## config.mk

```make
export PLATFORM = sky130hd
export DESIGN_NAME = ahb_decode_mux
export DESIGN_NICKNAME = d
export VERILOG_FILES = /design/src/rtl/ahb_decode_mux.sv
export SDC_FILE = /design/constraint.sdc
export NUM_CORES = 1
export LEC_CHECK = 0
export BUFFER_PORTS_ARGS = -buffer_cell sky130_fd_sc_hd__buf_4
export CORE_AREA = 10 10 121 123
export CTS_CLUSTER_DIAMETER = 80
export DETAILED_ROUTE_END_ITERATION = 16
export DIE_AREA = 0 0 131 133
export PLACE_DENSITY_LB_ADDON = 0.1
export REMOVE_ABC_BUFFERS = 1
export SYNTH_ARGS = -nofsm -noshare
export SYNTH_HDL_FRONTEND = slang
export SYNTH_SLANG_ARGS = --single-unit
```

## constraint.sdc

```tcl
create_clock -name clk -period 2.6 [get_ports clk]
set_input_delay 0.26 -clock clk [delete_from_list [all_inputs] [get_ports clk]]
set_output_delay 0.26 -clock clk [all_outputs]
set_load 0.05 [all_outputs]
```

## src/rtl/ahb_decode_mux.sv

```systemverilog
// rtl/ahb_decode_mux.sv - single-master AHB-Lite address decoder and response multiplexer
// Optional wait-state watchdog enabled by defining AHB_TIMEOUT_EN.
module ahb_decode_mux #(
    parameter int                      NUM_SLV     = 4,
    parameter logic [NUM_SLV*32-1:0]   SLV_BASE    = {32'h0000_3000, 32'h0000_2000, 32'h0000_1000, 32'h0000_0000},
    parameter logic [NUM_SLV*32-1:0]   SLV_MASK    = {4{32'hFFFF_F000}},
    parameter int                      TIMEOUT_CYC = 256
) (
    input  logic                    clk,
    input  logic                    reset,
    input  logic [31:0]             ahb_s0_haddr_i,
    input  logic                    ahb_s0_hwrite_i,
    input  logic [2:0]              ahb_s0_hsize_i,
    input  logic [2:0]              ahb_s0_hburst_i,
    input  logic [3:0]              ahb_s0_hprot_i,
    input  logic [1:0]              ahb_s0_htrans_i,
    input  logic                    ahb_s0_hmastlock_i,
    input  logic [31:0]             ahb_s0_hwdata_i,
    output logic                    ahb_s0_hready_o,
    output logic                    ahb_s0_hresp_o,
    output logic [31:0]             ahb_s0_hrdata_o,
    output logic [31:0]             ahb_m_haddr_o,
    output logic                    ahb_m_hwrite_o,
    output logic [2:0]              ahb_m_hsize_o,
    output logic [2:0]              ahb_m_hburst_o,
    output logic [3:0]              ahb_m_hprot_o,
    output logic [1:0]              ahb_m_htrans_o,
    output logic                    ahb_m_hmastlock_o,
    output logic [31:0]             ahb_m_hwdata_o,
    output logic [NUM_SLV-1:0]      ahb_m_hsel_o,
    output logic                    ahb_m_hready_o,
    input  logic [NUM_SLV-1:0]      ahb_m_hready_i,
    input  logic [NUM_SLV-1:0]      ahb_m_hresp_i,
    input  logic [NUM_SLV*32-1:0]   ahb_m_hrdata_i,
    output logic                    timeout_o
);

    typedef enum logic [1:0] {S_IDLE, S_ERR1, S_ERR2} err_state_t;

    err_state_t         state;
    logic [NUM_SLV:0]   dec;
    logic [NUM_SLV:0]   sel_q;
    logic               hit;
    logic               sel_wait;

    if (NUM_SLV < 1 || NUM_SLV > 16 || TIMEOUT_CYC < 1 || TIMEOUT_CYC > 65535) begin : g_bad_param
        $error("ahb_decode_mux: parameter out of range");
    end

    assign ahb_m_haddr_o     = ahb_s0_haddr_i;
    assign ahb_m_hwrite_o    = ahb_s0_hwrite_i;
    assign ahb_m_hsize_o     = ahb_s0_hsize_i;
    assign ahb_m_hburst_o    = ahb_s0_hburst_i;
    assign ahb_m_hprot_o     = ahb_s0_hprot_i;
    assign ahb_m_htrans_o    = ahb_s0_htrans_i;
    assign ahb_m_hmastlock_o = ahb_s0_hmastlock_i;
    assign ahb_m_hwdata_o    = ahb_s0_hwdata_i;
    assign ahb_m_hready_o    = ahb_s0_hready_o;
    assign ahb_m_hsel_o      = dec[NUM_SLV-1:0];

    // Bit NUM_SLV of dec/sel_q is the built-in default (error) slave.
    always_comb begin
        dec = '0;
        hit = 1'b0;
        for (int i = 0; i < NUM_SLV; i++) begin
            if (!hit && ((ahb_s0_haddr_i & SLV_MASK[i*32 +: 32]) == SLV_BASE[i*32 +: 32])) begin
                dec[i] = 1'b1;
                hit    = 1'b1;
            end
        end
        if (!hit) dec[NUM_SLV] = 1'b1;
        if (!ahb_s0_htrans_i[1]) dec = '0;
    end

    always_comb begin
        ahb_s0_hready_o = 1'b1;
        ahb_s0_hresp_o  = 1'b0;
        ahb_s0_hrdata_o = '0;
        sel_wait        = 1'b0;
        for (int i = 0; i < NUM_SLV; i++) begin
            if (sel_q[i]) begin
                ahb_s0_hready_o = ahb_m_hready_i[i];
                ahb_s0_hresp_o  = ahb_m_hresp_i[i];
                ahb_s0_hrdata_o = ahb_m_hrdata_i[i*32 +: 32];
                sel_wait        = ~ahb_m_hready_i[i];
            end
        end
        // The error pair overrides whatever slave is selected (timeout case).
        if (state == S_ERR1) begin
            ahb_s0_hready_o = 1'b0;
            ahb_s0_hresp_o  = 1'b1;
            ahb_s0_hrdata_o = '0;
        end else if (state == S_ERR2) begin
            ahb_s0_hready_o = 1'b1;
            ahb_s0_hresp_o  = 1'b1;
            ahb_s0_hrdata_o = '0;
        end
    end

`ifdef AHB_TIMEOUT_EN
    logic [15:0] wait_cnt;
    logic        timeout_q;
    logic        timeout_hit;

    assign timeout_hit = (state == S_IDLE) && sel_wait && (wait_cnt == 16'(TIMEOUT_CYC - 1));
    assign timeout_o   = timeout_q;

    always_ff @(posedge clk or posedge reset) begin
        if (reset) begin
            wait_cnt  <= '0;
            timeout_q <= 1'b0;
        end else begin
            timeout_q <= timeout_hit;
            if ((state == S_IDLE) && sel_wait && !timeout_hit) wait_cnt <= wait_cnt + 16'd1;
            else                                               wait_cnt <= '0;
        end
    end
`else
    logic timeout_hit;

    assign timeout_hit = 1'b0;
    assign timeout_o   = 1'b0;
`endif

    always_ff @(posedge clk or posedge reset) begin
        if (reset) begin
            state <= S_IDLE;
            sel_q <= '0;
        end else begin
            if (ahb_s0_hready_o) sel_q <= dec;
            case (state)
                S_IDLE: begin
                    if (ahb_s0_hready_o && dec[NUM_SLV]) state <= S_ERR1;
                    else if (timeout_hit)                state <= S_ERR1;
                end
                S_ERR1:  state <= S_ERR2;
                S_ERR2:  state <= dec[NUM_SLV] ? S_ERR1 : S_IDLE;
                default: state <= S_IDLE;
            endcase
        end
    end

endmodule

```

# Word level (Yosys, flattened, before mapping)
# Cells that the tools add are included.
dict set report word_totals {
  register_bits 6
  input_bits 216
  word_cells 47
}
dict set report classes {
  mux 30
  eq_ne 6
  n_reduce_logical 9
}
# cell n
set ops {}
lappend ops {{$mux W32} 6}
lappend ops {{$eq A20 B2 Y1 const B} 2}
lappend ops {{$logic_not A32 Y1} 1}
lappend ops {{$mux W1} 21}
lappend ops {{$eq A20 B1 Y1 const B} 1}
lappend ops {{$pmux W2 S3} 1}
lappend ops {{$mux W5} 1}
lappend ops {{$logic_and A1 B1 Y1} 4}
lappend ops {{$logic_not A1 Y1} 3}
lappend ops {{$eq A2 B1 Y1 const B} 1}
lappend ops {{$eq A2 B2 Y1 const B} 1}
lappend ops {{$logic_not A2 Y1} 1}
lappend ops {{$mux W2} 1}
lappend ops {{$ne A2 B2 Y1 const B} 1}

# Depth between registers and ports, before layout
# Gate-level depths: netlist of the first run.
dict set report depth {
  depth_word 16
  mapped_depth 6
  depth_no_buf 4
}

# Worst setup path before layout of the first run
# Ideal clock, no wire load.
dict set report synth_timing {
  kind {register to output}
  startpoint {reg sel_q[1]}
  endpoint {out ahb_s0_hresp_o}
  path_buffers 2
  arrival_time_ns 2.137
  slack_ns 0.203
  path_stages_with_launch 6
  path_cell_list {dfrtp_1 nor2b_1 clkbuf_1 buf_2 a221oi_1 o31ai_1}
}
dict set report synth_via {
  elab_chain_len 5
}
# item line_no
set synth_rtl {}
lappend synth_rtl {{start, declared} 42} ;# logic [NUM_SLV:0] sel_q;
lappend synth_rtl {{start signal, assigned} 128} ;# sel_q <= '0;
lappend synth_rtl {{start signal, assigned} 130} ;# if (ahb_s0_hready_o) sel_q <= dec;
lappend synth_rtl {{$mux W1 (3 in series)} 81} ;# if (sel_q[i]) begin
lappend synth_rtl {{$mux W1} 93} ;# end else if (state == S_ERR2) begin
lappend synth_rtl {{$mux W1} 89} ;# if (state == S_ERR1) begin
lappend synth_rtl {{end, declared} 20} ;# output logic ahb_s0_hresp_o,
# No other way between the ends.

# Worst setup path in the final report of the first run
dict set report layout_timing {
  startpoint {reg state[1]}
  endpoint {out ahb_s0_hrdata_o[1]}
}
dict set report layout_via {
  elab_chain_len 3
  elab_cells_between_ends 4
  classes_between {eq/ne (2); mux (2)}
}
# item line_no
set layout_rtl {}
lappend layout_rtl {{start, declared} 40} ;# err_state_t state;
lappend layout_rtl {{start signal, assigned} 137} ;# S_ERR2: state <= dec[NUM_SLV] ? S_ERR1 : S_IDLE;
lappend layout_rtl {{$eq A2 B2 Y1} 93}
lappend layout_rtl {{$mux W32} 93}
lappend layout_rtl {{$mux W32 *} 89}
lappend layout_rtl {{end, declared} 21} ;# output logic [31:0] ahb_s0_hrdata_o,
# Mark *: on every way between the ends. The rest lies on a longest branch, timed or not.

==> out/results.tsv, run 1 <==
stage	metric	value	unit
status	status	completed	
cts	Sink Count	6	
power	sw power	241	uW
setup_path	most used cell, CP	buf_4	
power	sequential power share	13.3	%
floorplanning	Die ar.	17400	sq um
detailed_routing	drt pass-1 iters	4	
setup_path	Worst Setup End Kind	output port	
timing	final setup fails	0	
power	internal power	494	uW
logic_synthesis	Post-synth EDFFs	0	
cts	Num CTS Buffers	3	
detailed_routing	DR iter-0 viols	130	
floorplanning	core area	12400	sq um
logic_synthesis	Synth Instances	286	
power	Pleak	1.54	nW
power	switching power share of the total	32.7	%
global_route	initial antenna violation count	0	
timing	Fin Clk Skew	0.00188	ns
power	power density cells	221	nW/um^2
timing	unrepaired setup endpoints after global routing	no	
layout	Diodes inserted	0	
floorplanning	# IOs	334	
setup_path	Crit Path Category	flip-flop to output port	
floorplanning	DIE WIDTH	131	microns
global_route	largest net degree at the start of global routing	39	
flow_run	total of max-cap violations	0	
cts	clock latency on the worst-skew pair	0.23	ns
setup_path	startpoint types	flip-flop	
global_route	grt ovf	0	
setup_path	CP max stage delay	0.65	ns
logic_synthesis	Synth top area share	29.7	%
logic_synthesis	synthesized area	2050	sq um
logic_synthesis	syn avg cell area	7.16	sq um
global_route	GR met1 Demand/Resource	16.2	%
logic_synthesis	number of synthesized register bits	6	
detailed_routing	Vias/cell	4.52	
timing	period utilization	92.6	%
min_path	hold crit path type	primary input to flip-flop	
layout	layout cells sized above 1	59.6	%
cts	htree depth	1	
detailed_routing	Via Count	2634	
setup_path	CP top delay family	simple AND/OR/NAND/NOR gates	
cts	clock root buffer	clkbuf_16	
logic_synthesis	Synth area leaders	buf_4, a221o_1, o22ai_1, o21ai_0, dfrtp_1	
power	total power	735	uW
min_path	hold_sp	ahb_s0_htrans_i[1]	
logic_synthesis	register area share after synthesis	7.33	%
logic_synthesis	count leader, synth	buf_4	
timing	fin worst setup slack	0.192	ns
detailed_routing	final WL	15200	microns
layout	# nets final	629	
global_route	GRT Total Usage	15.7	%
place	post-place setup slack	0.407	ns
place	number of port buffers	218	
power	clock share of power	34.2	%
timing	slew of the pin with the lowest slew margin	0.661	ns
global_route	met3 Usage GRT	15.9	%
logic_synthesis	Post-synth top cells	buf_4, nand2_1, a221o_1, o21ai_0, o22ai_1	
timing	fin. max-slew vios	0	
setup_path	CP Launch Point	state[1]	
global_route	global-route wire length before repair	20000	microns
logic_synthesis	Top FF cell, synth	dfrtp_1	
place	Post-DP HPWL	12900	microns
setup_path	Cell Chain, Critical Path	nor2b_1 -> or3_1 -> buf_4 -> o22ai_1 -> buf_4	
timing	Fin. Hold Viols	0	
logic_synthesis	Yosys warnings	0	
power	Peak VDD IR	0.000227	V
logic_synthesis	ys async rst share	100	%
detailed_routing	Final ANT Viol Nets	0	
timing	relative slew slack	55.9	%
setup_path	worst path required time	2.34	ns
global_route	number of global-route vias before repair	2942	
timing	FMAX	415	MHz
setup_path	crit-path max FO	16	
timing	Min Clock Period, post-route	2.41	ns
power	combinational power share	52.5	%
detailed_routing	Routed wire per std cell	26.1	microns
detailed_routing	# DRC	0	
setup_path	Crit-path slowest cell	or3_1	
setup_path	Worst Path Buf+Inv	2	
cts	Max clock buf depth	2	
global_route	global routing usage on met2	22.7	%
cts	# Post-CTS Setup Buffers	0	
setup_path	r2r startpoint	sel_q[1]	
cts	clock-pin slew on the worst setup and hold paths	0.03	ns
logic_synthesis	cell accounting for the most synthesized area	buf_4	
cts	CTS tree	built	
setup_path	Arrival @ worst endpoint	2.15	ns
logic_synthesis	Synth cell types	33	
floorplanning	row count	41	
floorplanning	initial core utilization	16.6	%
floorplanning	overall die height	133	microns
global_route	grt peak-use layer	met2	
layout	area growth from synthesis to layout	62.5	%
place	gpl congestion	0.781	
[power groups by stage]
stage          combinational, mW  sequential [mW]  clock (mW)
2_1_floorplan             0.0682           0.0986           0
3_3_place_gp               0.385           0.0990           0
3_5_place_dp               0.388           0.0992           0
4_1_cts                    0.390           0.0981       0.256
5_1_grt                    0.411           0.0986       0.262
6_report                   0.385           0.0981       0.251
[final timing paths]
path,end,slack [ns],depth (start not counted)
worst max-delay path,ahb_s0_hrdata_o[1],0.19,5
worst min-delay path,state[0],0.35,2
worst max register to register,sel_q[3],0.81,5
worst min register to register,state[0],0.48,1
max in group asynchronous,sel_q[2],1.88,3
min in group asynchronous,state[0],0.52,3
[placed cells by master, fill, tap and decap left out, types with 3 or more instances in the layout]
cell type and n:
dfrtp_1 6, nor2_1 3, o21ai_0 31, clkbuf_16 3, a21oi_1 4, a221o_1 31, o22ai_1 30, nor3_1 3
nor4_1 4, nand2_1 36, mux2_4 4, inv_1 4, buf_4 227
[what timing repair did]
action,CTS,global route
endpoints found under the setup margin,0,0
hold endpoints to repair,6,0
hold buffers,1,0
resized for setup,0,0
[metal layers]
metal	wire [microns]	vias up
met1	5470	1153
met2	6210	247
met3	3400	8
met5	87	-
met4	32	4
li1	-	1222
[cell type report]
| type | instances | area [sq um] |
|---|---|---|
| fill | 1379 | 9040 |
| inverter | 4 | 15.0 |
| multi-input combinational | 169 | 1140 |
| tap | 172 | 215 |
| clock buffer | 3 | 75.1 |
| sequential | 6 | 150 |
| timing repair buffer | 229 | 1730 |
[per-stage QoR]
step	hold slack [ns]	cells	util [%]	cell area (sq um)	TNS, ns
2_1_floorplan	0.0510	179	-	1300	-22.27
3_3_place_gp	0.204	579	26.2	3240	0
3_5_place_dp	0.201	579	26.2	3240	0
4_1_cts	0.342	583	26.9	3330	0
5_1_grt	0.364	583	26.9	3330	0
6_report	0.346	583	26.9	3330	0
[cells by family (layout without fill, tap and decap cells)]
group | Yosys count | count (layout) | synth area share [%]
buf+inv | 111 | 236 | 37.2
compound gates | 103 | 103 | 37.4
simple gates | 61 | 61 | 14.9
flops | 6 | 6 | 7.33
mux | 4 | 4 | 2.93
other cells | 1 | 1 | 0.183
[worst reg2reg max path, cell delays in order (launching register included)]
cell	delay, ns
dfrtp_1	0.34
buf_4	0.38
nor3b_2	0.12
o31ai_4	0.30
a31oi_4	0.19
mux2_4	0.33
[registers in the layout, indices dropped and copies added, names as in the netlist]
signal	count
state	2
sel_q	4
No activity file was read; power rests on OpenSTA's default activity.
==> run 2, diff against run 1 <==
--- a/config.mk
+++ b/config.mk
@@ -12,6 +12,7 @@
 export DIE_AREA = 0 0 131 133
 export PLACE_DENSITY_LB_ADDON = 0.1
 export REMOVE_ABC_BUFFERS = 1
+export SETUP_SLACK_MARGIN = 0.4
 export SYNTH_ARGS = -nofsm -noshare
 export SYNTH_HDL_FRONTEND = slang
 export SYNTH_SLANG_ARGS = --single-unit
==> run 2 against run 1 <==
- sequential share of layout area shrank 0.088 points
- hold slack is essentially flat
- sequential cell count is the same
- non-clock buffer count grew 4
- critical endpoint is now ahb_s0_hrdata_o[20]
- largest cell class unchanged
==> out/results.tsv, run 2 (same netlist as run 1, synthesis figures left out) <==
stage	metric	value	unit
status	status	completed	
detailed_routing	Final ANT Viol Nets	0	
layout	commonest non-fill, non-tap cell in the layout	buf_4	
floorplanning	initial core utilization	16.6	%
layout	Final Instance Area	3390	sq um
detailed_routing	metal2 WL	6220	microns
global_route	initial antenna violation count	0	
cts	Num CTS Buffers	3	
timing	Fin. Hold Viols	0	
floorplanning	overall die height	133	microns
cts	Sink Count	6	
timing	fin worst setup slack	0.471	ns
layout	biggest regs	sel_q (4), state (2)	
detailed_routing	drt pass-1 iters	6	
timing	period utilization	81.9	%
layout	Top reg by flops	sel_q	
global_route	largest net degree at the start of global routing	39	
setup_path	startpoint types	flip-flop	
floorplanning	DIE WIDTH	131	microns
setup_path	Reg2Reg Setup Slack	0.89	ns
setup_path	worst path required time	2.34	ns
detailed_routing	# DRC	0	
layout	Storage cell area	150	sq um
global_route	number of global-route vias before repair	2942	
layout	layout cells sized above 1	60.5	%
setup_path	Arrival @ worst endpoint	1.87	ns
layout	Diodes inserted	0	
layout	Multi-input gate area	1150	sq um
min_path	hold_sp	ahb_s0_htrans_i[1]	
floorplanning	# IOs	334	
setup_path	Worst Setup End Kind	output port	
min_path	Hold Path Sink	state[0]	
setup_path	Crit Path Category	flip-flop to output port	
floorplanning	row count	41	
cts	clock-pin slew on the worst setup and hold paths	0.03	ns
global_route	GRT Total Usage	15.7	%
detailed_routing	Routed wire per std cell	26.0	microns
place	post-place setup slack	0.407	ns
setup_path	r2r startpoint	sel_q[2]	
detailed_routing	final WL	15300	microns
detailed_routing	Vias/cell	4.54	
cts	Max clock buf depth	2	
place	Post-DP HPWL	12900	microns
setup_path	crit-path max FO	13	
power	power density cells	222	nW/um^2
power	Peak VDD IR	0.000227	V
timing	final setup fails	0	
place	gpl congestion	0.781	
detailed_routing	met1 wire length	5500	microns
power	Pleak	1.57	nW
flow_run	total of max-cap violations	0	
global_route	global-route wire length before repair	20000	microns
floorplanning	core area	12400	sq um
timing	Min Clock Period, post-route	2.13	ns
layout	most frequent cells in the layout	buf_4, nand2_1, a221o_1, o21ai_0, o22ai_1	
cts	clock root buffer	clkbuf_16	
layout	area growth from synthesis to layout	65.8	%
place	number of port buffers	218	
min_path	hold crit path type	primary input to flip-flop	
global_route	grt ovf	0	
detailed_routing	DR iter-0 viols	128	
layout	# fillers	1378	
timing	unrepaired setup endpoints after global routing	no	
cts	clock latency on the worst-skew pair	0.23	ns
setup_path	reg2reg path depth	5	
power	total power	754	uW
timing	FMAX	470	MHz
cts	htree depth	1	
min_path	Worst Hold Depth	2	
place	Placement Cell Area	3240	sq um
setup_path	end of the worst register-to-register path	sel_q[3]	
floorplanning	Die ar.	17400	sq um
layout	# nets final	633	
timing	setup TNS	0	ns
timing	Fin Clk Skew	0.00173	ns
cts	CTS tree	built	
detailed_routing	DR top layer	met5	
layout	number of flip-flops in the largest register	4	
detailed_routing	metal3 WL	3400	microns
detailed_routing	Via Count	2664	
timing	fin. max-slew vios	0	
==> run 2: cell type report <==
type	count	area share (%)
timing repair buffer	233	52.6
multi-input combinational	169	34.0
tap	172	6.34
sequential	6	4.42
clock buffer	3	2.21
inverter	4	0.442
==> run 2: per-layer routing <==
metal,vias up,global-route usage (%)
met5,-,4.32
met3,10,15.9
met2,243,22.7
li1,1231,-
met4,4,1.11
met1,1176,16.2
==> run 2: power breakdown <==
group / switching [mW] / internal [mW] / total (mW)
Clock: 0.0539 / 0.198 / 0.252
Combinational: 0.189 / 0.215 / 0.404
Sequential: 0.00238 / 0.0962 / 0.0986
==> run 2: worst max-delay path, cell delays in order, from the launching register on <==
cell      delay, ns
dfrtp_1        0.36
nand2b_4       0.16
inv_1          0.06
or3_4          0.41
buf_12         0.16
buf_4          0.14
o22ai_1        0.12
buf_4          0.23
==> run 2: metrics by stage <==
stage	std cells	utilization, %	hold WS, ns
detailed placement	579	26.2	0.201
floorplan	179	-	0.0510
global route	587	27.4	0.364
CTS	583	27.0	0.342
finish	587	27.4	0.346
global placement	579	26.2	0.204
==> run 2: worst max-delay path by stage <==
stage,start,to,slack [ns],cells past startpoint
floorplan,sel_q[1],ahb_s0_hresp_o,-1.03,3
global placement,state[0],ahb_s0_hrdata_o[1],0.45,5
detailed placement,state[1],ahb_s0_hrdata_o[1],0.41,5
CTS,state[1],ahb_s0_hrdata_o[1],0.41,5
global route,state[1],ahb_s0_hrdata_o[18],0.39,7
finish,state[1],ahb_s0_hrdata_o[20],0.47,7
==> run 2: timing repair <==
action	in CTS	in global routing
buffers inserted	0	4
pin swaps	0	1
endpoints found under the hold margin	6	0
setup endpoints to repair	25	16
hold buffers	1	0
gates resized for setup	2	3
